[config.mk]
export PLATFORM = sky130hd
export DESIGN_NAME = ram_rw_arb_rr
export DESIGN_NICKNAME = d
export VERILOG_FILES = /design/src/rtl/ram_rw_arb_rr.sv
export SDC_FILE = /design/constraint.sdc
export NUM_CORES = 1
export LEC_CHECK = 0
export ABC_AREA = 1
export CORE_AREA = 2 2 69 71
export DETAILED_ROUTE_END_ITERATION = 6
export DIE_AREA = 0 0 71 73
export PLACE_DENSITY_LB_ADDON = 0.08
export SETUP_SLACK_MARGIN = 0.3
export SLEW_MARGIN = 25
export SYNTH_ARGS = -nofsm -noshare
export SYNTH_HDL_FRONTEND = slang
export SYNTH_SLANG_ARGS = --single-unit
[constraint.sdc]
create_clock -name aclk_s -period 3.35 [get_ports aclk_s]
set_input_delay 1.005 -clock aclk_s [delete_from_list [all_inputs] [get_ports aclk_s]]
set_output_delay 1.005 -clock aclk_s [all_outputs]
set_load 0.005 [all_outputs]
[src/rtl/ram_rw_arb_rr.sv]
// Single-port RAM access arbiter: round-robin or fixed-priority grant across NUM_PORTS
// requesters, with burst locking and a forced release when a lock owner stalls.
module ram_rw_arb_rr #(
    parameter int NUM_PORTS    = 4,
    parameter int ARB_MODE     = 0,
    parameter int LOCK_TIMEOUT = 16,
    parameter int PTR_W        = $clog2(NUM_PORTS)
) (
    input  logic                 aclk_s,
    input  logic                 rst,
    input  logic [NUM_PORTS-1:0] req,
    input  logic [NUM_PORTS-1:0] req_wr,
    input  logic [NUM_PORTS-1:0] wdata_ready,
    input  logic [NUM_PORTS-1:0] req_last,
    output logic [NUM_PORTS-1:0] ack,
    output logic [PTR_W-1:0]     ack_id,
    output logic                 locked,
    output logic [PTR_W-1:0]     lock_owner,
    output logic                 lock_timeout
);

    localparam logic [0:0]       ST_UNLOCKED = 1'b0;
    localparam logic [0:0]       ST_LOCKED   = 1'b1;
    localparam int               SUM_W       = PTR_W + 1;
    localparam logic [7:0]       TIMEOUT_CNT = 8'(LOCK_TIMEOUT);
    localparam logic [PTR_W-1:0] LAST_IDX    = PTR_W'(NUM_PORTS - 1);

    logic [0:0]           state_q, state_d;
    logic [PTR_W-1:0]     owner_q, owner_d;
    logic [PTR_W-1:0]     rr_ptr_q, rr_ptr_d;
    logic [7:0]           idle_cnt_q, idle_cnt_d;
    logic                 pulse_q, pulse_d;

    logic [NUM_PORTS-1:0] eligible;
    logic                 grant_valid;
    logic [PTR_W-1:0]     grant_idx;
    logic [SUM_W-1:0]     cand_sum;

    function automatic logic [PTR_W-1:0] next_idx(input logic [PTR_W-1:0] idx);
        return (idx == LAST_IDX) ? '0 : idx + 1'b1;
    endfunction

    assign eligible = req & (~req_wr | wdata_ready);

    // NOTE: every variable driven here gets a default first, so no path leaves it unassigned and no latch is inferred.
    always_comb begin
        grant_valid = 1'b0;
        grant_idx   = '0;
        cand_sum    = '0;
        if (state_q == ST_LOCKED) begin
            // The timeout cycle withholds the owner's grant so the release is clean.
            if (eligible[owner_q] && idle_cnt_q != TIMEOUT_CNT) begin
                grant_valid = 1'b1;
                grant_idx   = owner_q;
            end
        end else if (ARB_MODE == 1) begin
            for (int i = NUM_PORTS - 1; i >= 0; i--) begin
                if (eligible[i]) begin
                    grant_valid = 1'b1;
                    grant_idx   = PTR_W'(i);
                end
            end
        end else begin
            for (int k = 0; k < NUM_PORTS; k++) begin
                cand_sum = {1'b0, rr_ptr_q} + SUM_W'(k);
                if (cand_sum >= SUM_W'(NUM_PORTS)) begin
                    cand_sum = cand_sum - SUM_W'(NUM_PORTS);
                end
                if (!grant_valid && eligible[cand_sum[PTR_W-1:0]]) begin
                    grant_valid = 1'b1;
                    grant_idx   = cand_sum[PTR_W-1:0];
                end
            end
        end
        if (rst) begin
            grant_valid = 1'b0;
            grant_idx   = '0;
        end
    end

    assign ack    = grant_valid ? (NUM_PORTS'(1) << grant_idx) : '0;
    assign ack_id = grant_idx;

    always_comb begin
        state_d    = state_q;
        owner_d    = owner_q;
        rr_ptr_d   = rr_ptr_q;
        idle_cnt_d = idle_cnt_q;
        pulse_d    = 1'b0;
        if (state_q == ST_UNLOCKED) begin
            if (grant_valid) begin
                if (req_last[grant_idx]) begin
                    rr_ptr_d = next_idx(grant_idx);
                end else begin
                    state_d    = ST_LOCKED;
                    owner_d    = grant_idx;
                    idle_cnt_d = '0;
                end
            end
        end else if (grant_valid) begin
            idle_cnt_d = '0;
            if (req_last[grant_idx]) begin
                state_d  = ST_UNLOCKED;
                rr_ptr_d = next_idx(grant_idx);
            end
        end else if (idle_cnt_q == TIMEOUT_CNT) begin
            state_d    = ST_UNLOCKED;
            idle_cnt_d = '0;
            rr_ptr_d   = next_idx(owner_q);
        end else begin
            idle_cnt_d = idle_cnt_q + 8'd1;
            pulse_d    = (idle_cnt_q == TIMEOUT_CNT - 8'd1);
        end
    end

    // NOTE: sequential state uses non-blocking assignments so every register samples pre-edge values.
    always_ff @(posedge aclk_s) begin
        if (rst) begin
            state_q    <= ST_UNLOCKED;
            owner_q    <= '0;
            rr_ptr_q   <= '0;
            idle_cnt_q <= '0;
            pulse_q    <= 1'b0;
        end else begin
            state_q    <= state_d;
            owner_q    <= owner_d;
            rr_ptr_q   <= rr_ptr_d;
            idle_cnt_q <= idle_cnt_d;
            pulse_q    <= pulse_d;
        end
    end

    assign locked       = (state_q == ST_LOCKED);
    assign lock_owner   = owner_q;
    assign lock_timeout = pulse_q;

endmodule

==> reports/qor.yml, run 1 <==
outcome:
  status: "complete, but fails checks"
  violations: "setup timing"
final_layout:
  multi_input_comb_area_mm2: 0.00112
  final_common_cell: "nand2_1"
  n_antenna_cell: 0
  drive_above_1_share_pct: 46.5
  fill_cells: 462
  seq_area_um2: 280
  syn_to_final_growth_pct: 72.8
  finalNetCount: 300
  layout_common_cells: "nand2_1 (42), buf_4 (33), nand3_1 (17)"
clock_tree:
  cts_sinks: 14
  path_clk_slew_ps: 50
  htreeDepth: 1
  numCtsBuffers: 3
  cts_tree: "done"
  worstSkewPairLatency_ps: 240
  cts-root-buf: "clkbuf_8"
  cts.hold.buffers_added: 0
  clock_path_buffers: 2
setup_path:
  crit_path_end_kind: "output pin"
  crit_end: "ack[2]"
  worst-path-buf-inv: 6
  critPathKind: "in -> out"
  worst-endpoint-arrival_ps: 2540
  startpoint_type: "primary input"
  crit_path_top_delay_cell: "buf_6"
  crit_family: "simple AND/OR/NAND/NOR gates"
  required_ps: 2340
  cp_slowest_stage_delay_ps: 140
  path_cells: "buf_6, inv_8, nand2_8, nand3_4, nand2_2, nand2_1, nand2_1, nand2_2, nand2_2, nor2_1, nand2_1, nand2_2, nand3_4, buf_6, buf_6, ha_4, inv_2, nor2_2, buf_2"
  r2r_end: "idle_cnt_q[0]"
  r2r-start: "rr_ptr_q[0]"
  crit_cells: 19
  reg2reg_slack_ps: 860
  rr_worst_depth: 23
  cp_max_fo: 3
  crit_start: "wdata_ready[1]"
  critPathMostFrequentCell: "nand2_2"
synth:
  synth_compound_area_share_pct: 9.08
  muxShareOfSynthArea_pct: 0
  synthAdderAreaFrac_pct: 6.76
  synth-simple-area-share_pct: 48.0
  ys_types: 26
  ys_seq_area_share_pct: 21.6
  synth-warning-count: 0
  synth_xor_area_share_pct: 4.06
  syn_nets: 230
  synth_top_family_by_area: "simple AND/OR/NAND/NOR gates"
  synth_seq_cells: 14
  synthCells: 205
  syn_area_mm2: 0.00129
  syn_avg_cell_area_um2: 6.32
placement:
  numPortBuffers: 27
  globalplace.congestion: 0.787
  hpwl_mm: 2.82
  dp_slack_ps: -1010
timing:
  fin_crit_ps: 3540
  post-route-period-util_pct: 106
  worst_pin_slew_ps: 335
  holdWs_ps: 507
  relSlewSlack_pct: 77.7
  fin_tns_setup_ps: -554
  hold_violations: 0
  slew_violations: 0
  fin_ws_ps: -190
  fmax_mhz: 282
  finClkSkew_ps: 5.75
  setup_violations: 4
  rsz0062_at_grt: "true"
route:
  vias_per_cell: 4.62
  drc_errors: 0
  firstDrtPassIters: 4
  vias: 1510
  post_drt_wl_per_cell_um: 11.4
  ant_nets: 0
  detail_route.iter0.violations: 56
  drt_wl_total_mm: 3.72
power:
  cellLeakagePower_nw: 1.03
  powerDensity_mw_per_mm2: 662
  power_mw: 1.48
  vdd_drop_max_uv: 311
die:
  dieHeight_um: 73
  placementRows: 25
  fp.dieW_um: 71
  die_area_mm2: 0.00518
  initial_core_util_pct: 28.6
  core_area_mm2: 0.00454
  pin_count: 28
grt:
  grt_pass1_wl_mm: 6.50
  grt_max_degree: 9
  grt_pass1_vias: 1488
  grt_antenna_before_repair: 0
  track_usage_pct: 15.3
  grt_overflow: 0
flow_run:
  drv_cap: 0
min_path:
  hp-class: "reg -> reg"
worst min path at each step:
stage | startpoint | endpoint | slack [ps] | depth (start not counted)
2_1_floorplan | idle_cnt_q[0] | idle_cnt_q[0] | 470 | 3
3_3_place_gp | idle_cnt_q[7] | idle_cnt_q[7] | 490 | 2
3_5_place_dp | idle_cnt_q[7] | idle_cnt_q[7] | 500 | 2
4_1_cts | idle_cnt_q[7] | idle_cnt_q[7] | 510 | 2
5_1_grt | idle_cnt_q[7] | idle_cnt_q[7] | 530 | 2
6_report | idle_cnt_q[7] | idle_cnt_q[7] | 510 | 2
what timing repair did:
item	4_1_cts	5_1_grt
hold endpoints to repair	0	0
buffers inserted	11	2
gates resized for setup	116	1
pin swaps	30	2
endpoints found under the setup margin	10	6
worst min-delay path: stages, from the launching register on:
cell	delay (ps)
dfxtp_1	320
nand2_1	70
o22ai_1	60
registers in the layout, summed over array words and instances (netlist names):
signal and count:
idle_cnt_q 8, lock_timeout 1, rr_ptr_q 2, lock_owner 2, locked 1
report_power, final:
part           internal (mW)  total (mW)  switching, mW
combinational          0.537        1.14          0.599
clock                 0.0794       0.136         0.0562
sequential             0.187       0.209         0.0218
layer usage:
metal	up-vias	part of all wire, %	track usage (%)
met5	-	0	0
met2	11	54	28.5
met3	2	1.3	1.24
li1	814	-	-
met1	683	45	19.2
met4	0	0.48	3.77
cells in the mapped netlist:
master    instances  area, um2
xnor2_1           1       8.76
nor2_1           15       56.3
a21oi_2           1       8.76
nor3b_1           1       7.51
nand2_1          55        206
inv_1            26       97.6
nand3_1          28        140
buf_4             1       7.51
xor2_1            5       43.8
nand3_2           5       50.1
ha_1              7       87.6
dfxtp_1          14        280
inv_2             2       7.51
clkbuf_1          1       3.75
o21ai_0           2       10.0
nand4_1           8       50.1
nand2_2           6       37.5
clkinv_1          2       7.51
a21oi_1           9       45.0
o21ai_2           1       8.76
nand2_4           5       56.3
nand3_4           1       17.5
clkinv_2          1       5.00
o211ai_1          1       7.51
inv_4             1       6.26
o22ai_1           6       37.5
stage by stage:
| stage | instance area [um2] | util [%] | instances |
|---|---|---|---|
| global route | 2240 | 49.3 | 327 |
| detailed placement | 1990 | 43.8 | 311 |
| global placement | 1990 | 43.8 | 311 |
| CTS | 2220 | 48.9 | 325 |
| finish | 2240 | 49.3 | 327 |
| floorplan | 1460 | - | 205 |
cell type report:
class / instances / area share, %
clock buffers: 3 / 1.85
inverters: 32 / 7.38
multi-input cells: 157 / 50.1
flip-flops and latches: 14 / 12.5
well taps: 54 / 3.02
repair buffers: 67 / 25.2
kinds of logic (layout without fill, tap and decap cells):
kind of cell    Yosys count  after routing
fa+ha+maj                 7              7
simple gates            124            124
buf+inv                  34            102
xor+xnor                  6              6
flops                    14             14
compound gates           20             20
(Power assumes the default switching activity.)
==> run 2, diff against run 1 <==
- CORE_AREA: 2 2 69 71 -> 2 2 54 56
- DIE_AREA: 0 0 71 73 -> 0 0 56 58
- SLEW_MARGIN: 25 -> not set
==> run 2 against run 1 <==
  * The run ends with DRC, setup timing left
  * Via count is 21% higher
  * Routed wire length is 45% higher
  * Clock power is 6% lower
  * Largest power group unchanged
  * Worst setup slack worse by 110 ps
  * First-iteration DRC count grew to 3.3 times the previous value
  * Final cell count is 5.5% lower
==> reports/qor.yml, run 2 (synthesis gave the netlist of run 1 again) <==
final_layout:
  seq_area_um2: 280  # unchanged
  fill_cells: 120  # -74%
  largest_reg_flops: 8  # unchanged
  layout.cells.non_filler: 309  # -5.5%
  layout_common_cells: "nand2_1 (37), buf_6 (26), buf_4 (22)"
  drive_above_1_share_pct: 51.1  # +4.6 points
  final_common_cell: "nand2_1"
  regMostFlops: "idle_cnt_q"
  n_antenna_cell: 0  # unchanged
  final_cell_area_mm2: 0.00240  # +7.5%
  syn_to_final_growth_pct: 85.7
  multi_input_comb_area_mm2: 0.00121  # +8.5%
  finalNetCount: 304  # +1.3%
grt:
  grt_antenna_before_repair: 0  # unchanged
  grt_overflow: 0  # unchanged
  grt_pass1_wl_mm: 7.71  # +19%
  grt_max_degree: 9  # unchanged
  track_usage_pct: 29.9  # +15 points
  grt_pass1_vias: 1669  # +12%
route:
  vias: 1828  # +21%
  firstDrtPassIters: 7  # +3
  ant_nets: 0  # unchanged
  vias_per_cell: 5.92  # +28%
  detail_route.iter0.violations: 182  # +230%
  drc_errors: 1  # +1
  post_drt_wl_per_cell_um: 17.4  # +53%
  drt_wl_total_mm: 5.39  # +45%
setup_path:
  worst-endpoint-arrival_ps: 2650  # +110 ps
  cp_max_fo: 5  # +2
  critPathMostFrequentCell: "nand3_4"
  crit_path_end_kind: "output pin"
  startpoint_type: "primary input"
  critPathKind: "in -> out"
  required_ps: 2340  # about the same
  crit_path_top_delay_cell: "nand4_1"
  cp_slowest_stage_delay_ps: 160  # +20 ps
  worst-path-buf-inv: 5  # -1
  path_cells: "buf_8, inv_8, nand2_8, nand3_4, nand3_2, nand2_4, nand4_1, nand2_1, nand2_2, nand3_4, buf_4, ha_2, inv_1, nor2_1, buf_2"
  crit_family: "simple AND/OR/NAND/NOR gates"
clock_tree:
  worstSkewPairLatency_ps: 300  # +60 ps
  clock_path_buffers: 2  # unchanged
  cts.hold.buffers_added: 0  # unchanged
  cts-root-buf: "clkbuf_4"
  path_clk_slew_ps: 100  # +50 ps
  cts_tree: "done"
  cts_sinks: 14  # unchanged
  numCtsBuffers: 3  # unchanged
  htreeDepth: 1  # unchanged
power:
  powerDensity_mw_per_mm2: 695  # +5.0%
  power_mw: 1.67  # +13%
  cellLeakagePower_nw: 1.11  # +7.0%
  vdd_drop_max_uv: 647  # +110%
timing:
  fin_crit_ps: 3650  # +110 ps
  post-route-period-util_pct: 109  # +3.3 points
  finClkSkew_ps: 11.4  # +5.66 ps
  slew_violations: 0  # unchanged
  worst_pin_slew_ps: 367  # +31.4 ps
  rsz0062_at_grt: "true"
  hold_violations: 0  # unchanged
  relSlewSlack_pct: 75.5  # -2.2 points
  holdWs_ps: 531  # +23.5 ps
  fin_tns_setup_ps: -1470  # -915 ps
  fin_ws_ps: -300  # -110 ps
  fmax_mhz: 274  # -3.0%
  setup_violations: 8  # +4
flow_run:
  drv_cap: 0  # unchanged
outcome:
  status: "complete, but fails checks"
  violations: "DRC, setup timing"
die:
  fp.dieW_um: 56  # -21%
  die_area_mm2: 0.00325  # -37%
  placementRows: 19  # -24%
  core_area_mm2: 0.00266  # -41%
  initial_core_util_pct: 48.6  # +20 points
  pin_count: 28  # unchanged
  dieHeight_um: 58  # -21%
placement:
  globalplace.congestion: 0.881  # +12%
  dpl_cell_area_mm2: 0.00191  # -3.8%
  place_inst: 280  # -10%
  numPortBuffers: 27  # unchanged
  hpwl_mm: 2.74  # -3.0%
min_path:
  hp-class: "reg -> reg"
## run 2: cell count changes in the layout (fill, tap and decap cells not counted), sizes merged
cell         delta
buf             +3
clkbuf          +1
clkinv          -1
dlygate4sd2     +1
inv             +1
## run 2: path summary, 6_finish.rpt
| check | start | to | slack (ps) | cells after the start |
|---|---|---|---|---|
| hold / removal | idle_cnt_q[7] | idle_cnt_q[7] | 530 | 2 |
| setup / recovery | wdata_ready[3] | ack[0] | -300 | 15 |
| setup reg to reg | idle_cnt_q[0] | idle_cnt_q[0] | -60 | 28 |
| hold reg to reg | idle_cnt_q[7] | idle_cnt_q[7] | 530 | 2 |
## run 2: worst reg2reg max path: cells and delay by family (launching register included)
family	cells	cell delay [ps]
and+or+nand+nor	6	630
DFF	1	390
buffers and inverters	20	2040
adders and majority gates	1	210
AOI/OAI and AO/OA	1	40
## run 2: repair_timing
action,in CTS,in global routing
setup buffers,22,3
setup endpoints to repair,12,8
resized for setup,125,26
endpoints found under the hold margin,0,0
pin swaps,33,19
## run 2: area by class of cell
| type | count | area share [%] |
|---|---|---|
| multi-input combinational | 157 | 50.5 |
| inverter | 32 | 6.97 |
| tap | 31 | 1.61 |
| sequential | 14 | 11.7 |
| clock buffer | 4 | 1.51 |
| timing repair buffer | 71 | 27.7 |
## run 2: through the flow
| step | util [%] | setup WS [ps] |
|---|---|---|
| finish | 90.3 | -300 |
| global route | 90.3 | -392 |
| CTS | 84.9 | -195 |
| detailed placement | 71.8 | -1020 |
| global placement | 71.8 | -960 |
| floorplan | - | 192 |
## run 2: power breakdown
part           switching, mW  leakage (nW)  total [mW]  internal, mW
combinational          0.728         0.972        1.31         0.586
sequential            0.0412         0.114       0.228         0.187
clock                 0.0620        0.0210       0.128        0.0664
total                  0.831          1.11        1.67         0.839
## run 2: routing by layer
| metal | share of wire (%) | track usage, % | vias up |
|---|---|---|---|
| met4 | 6.7 | 10.2 | 0 |
| li1 | - | - | 820 |
| met3 | 8.3 | 7.14 | 42 |
| met2 | 49 | 51.4 | 129 |
| met1 | 36 | 36.9 | 837 |
| met5 | 0 | 0 | - |
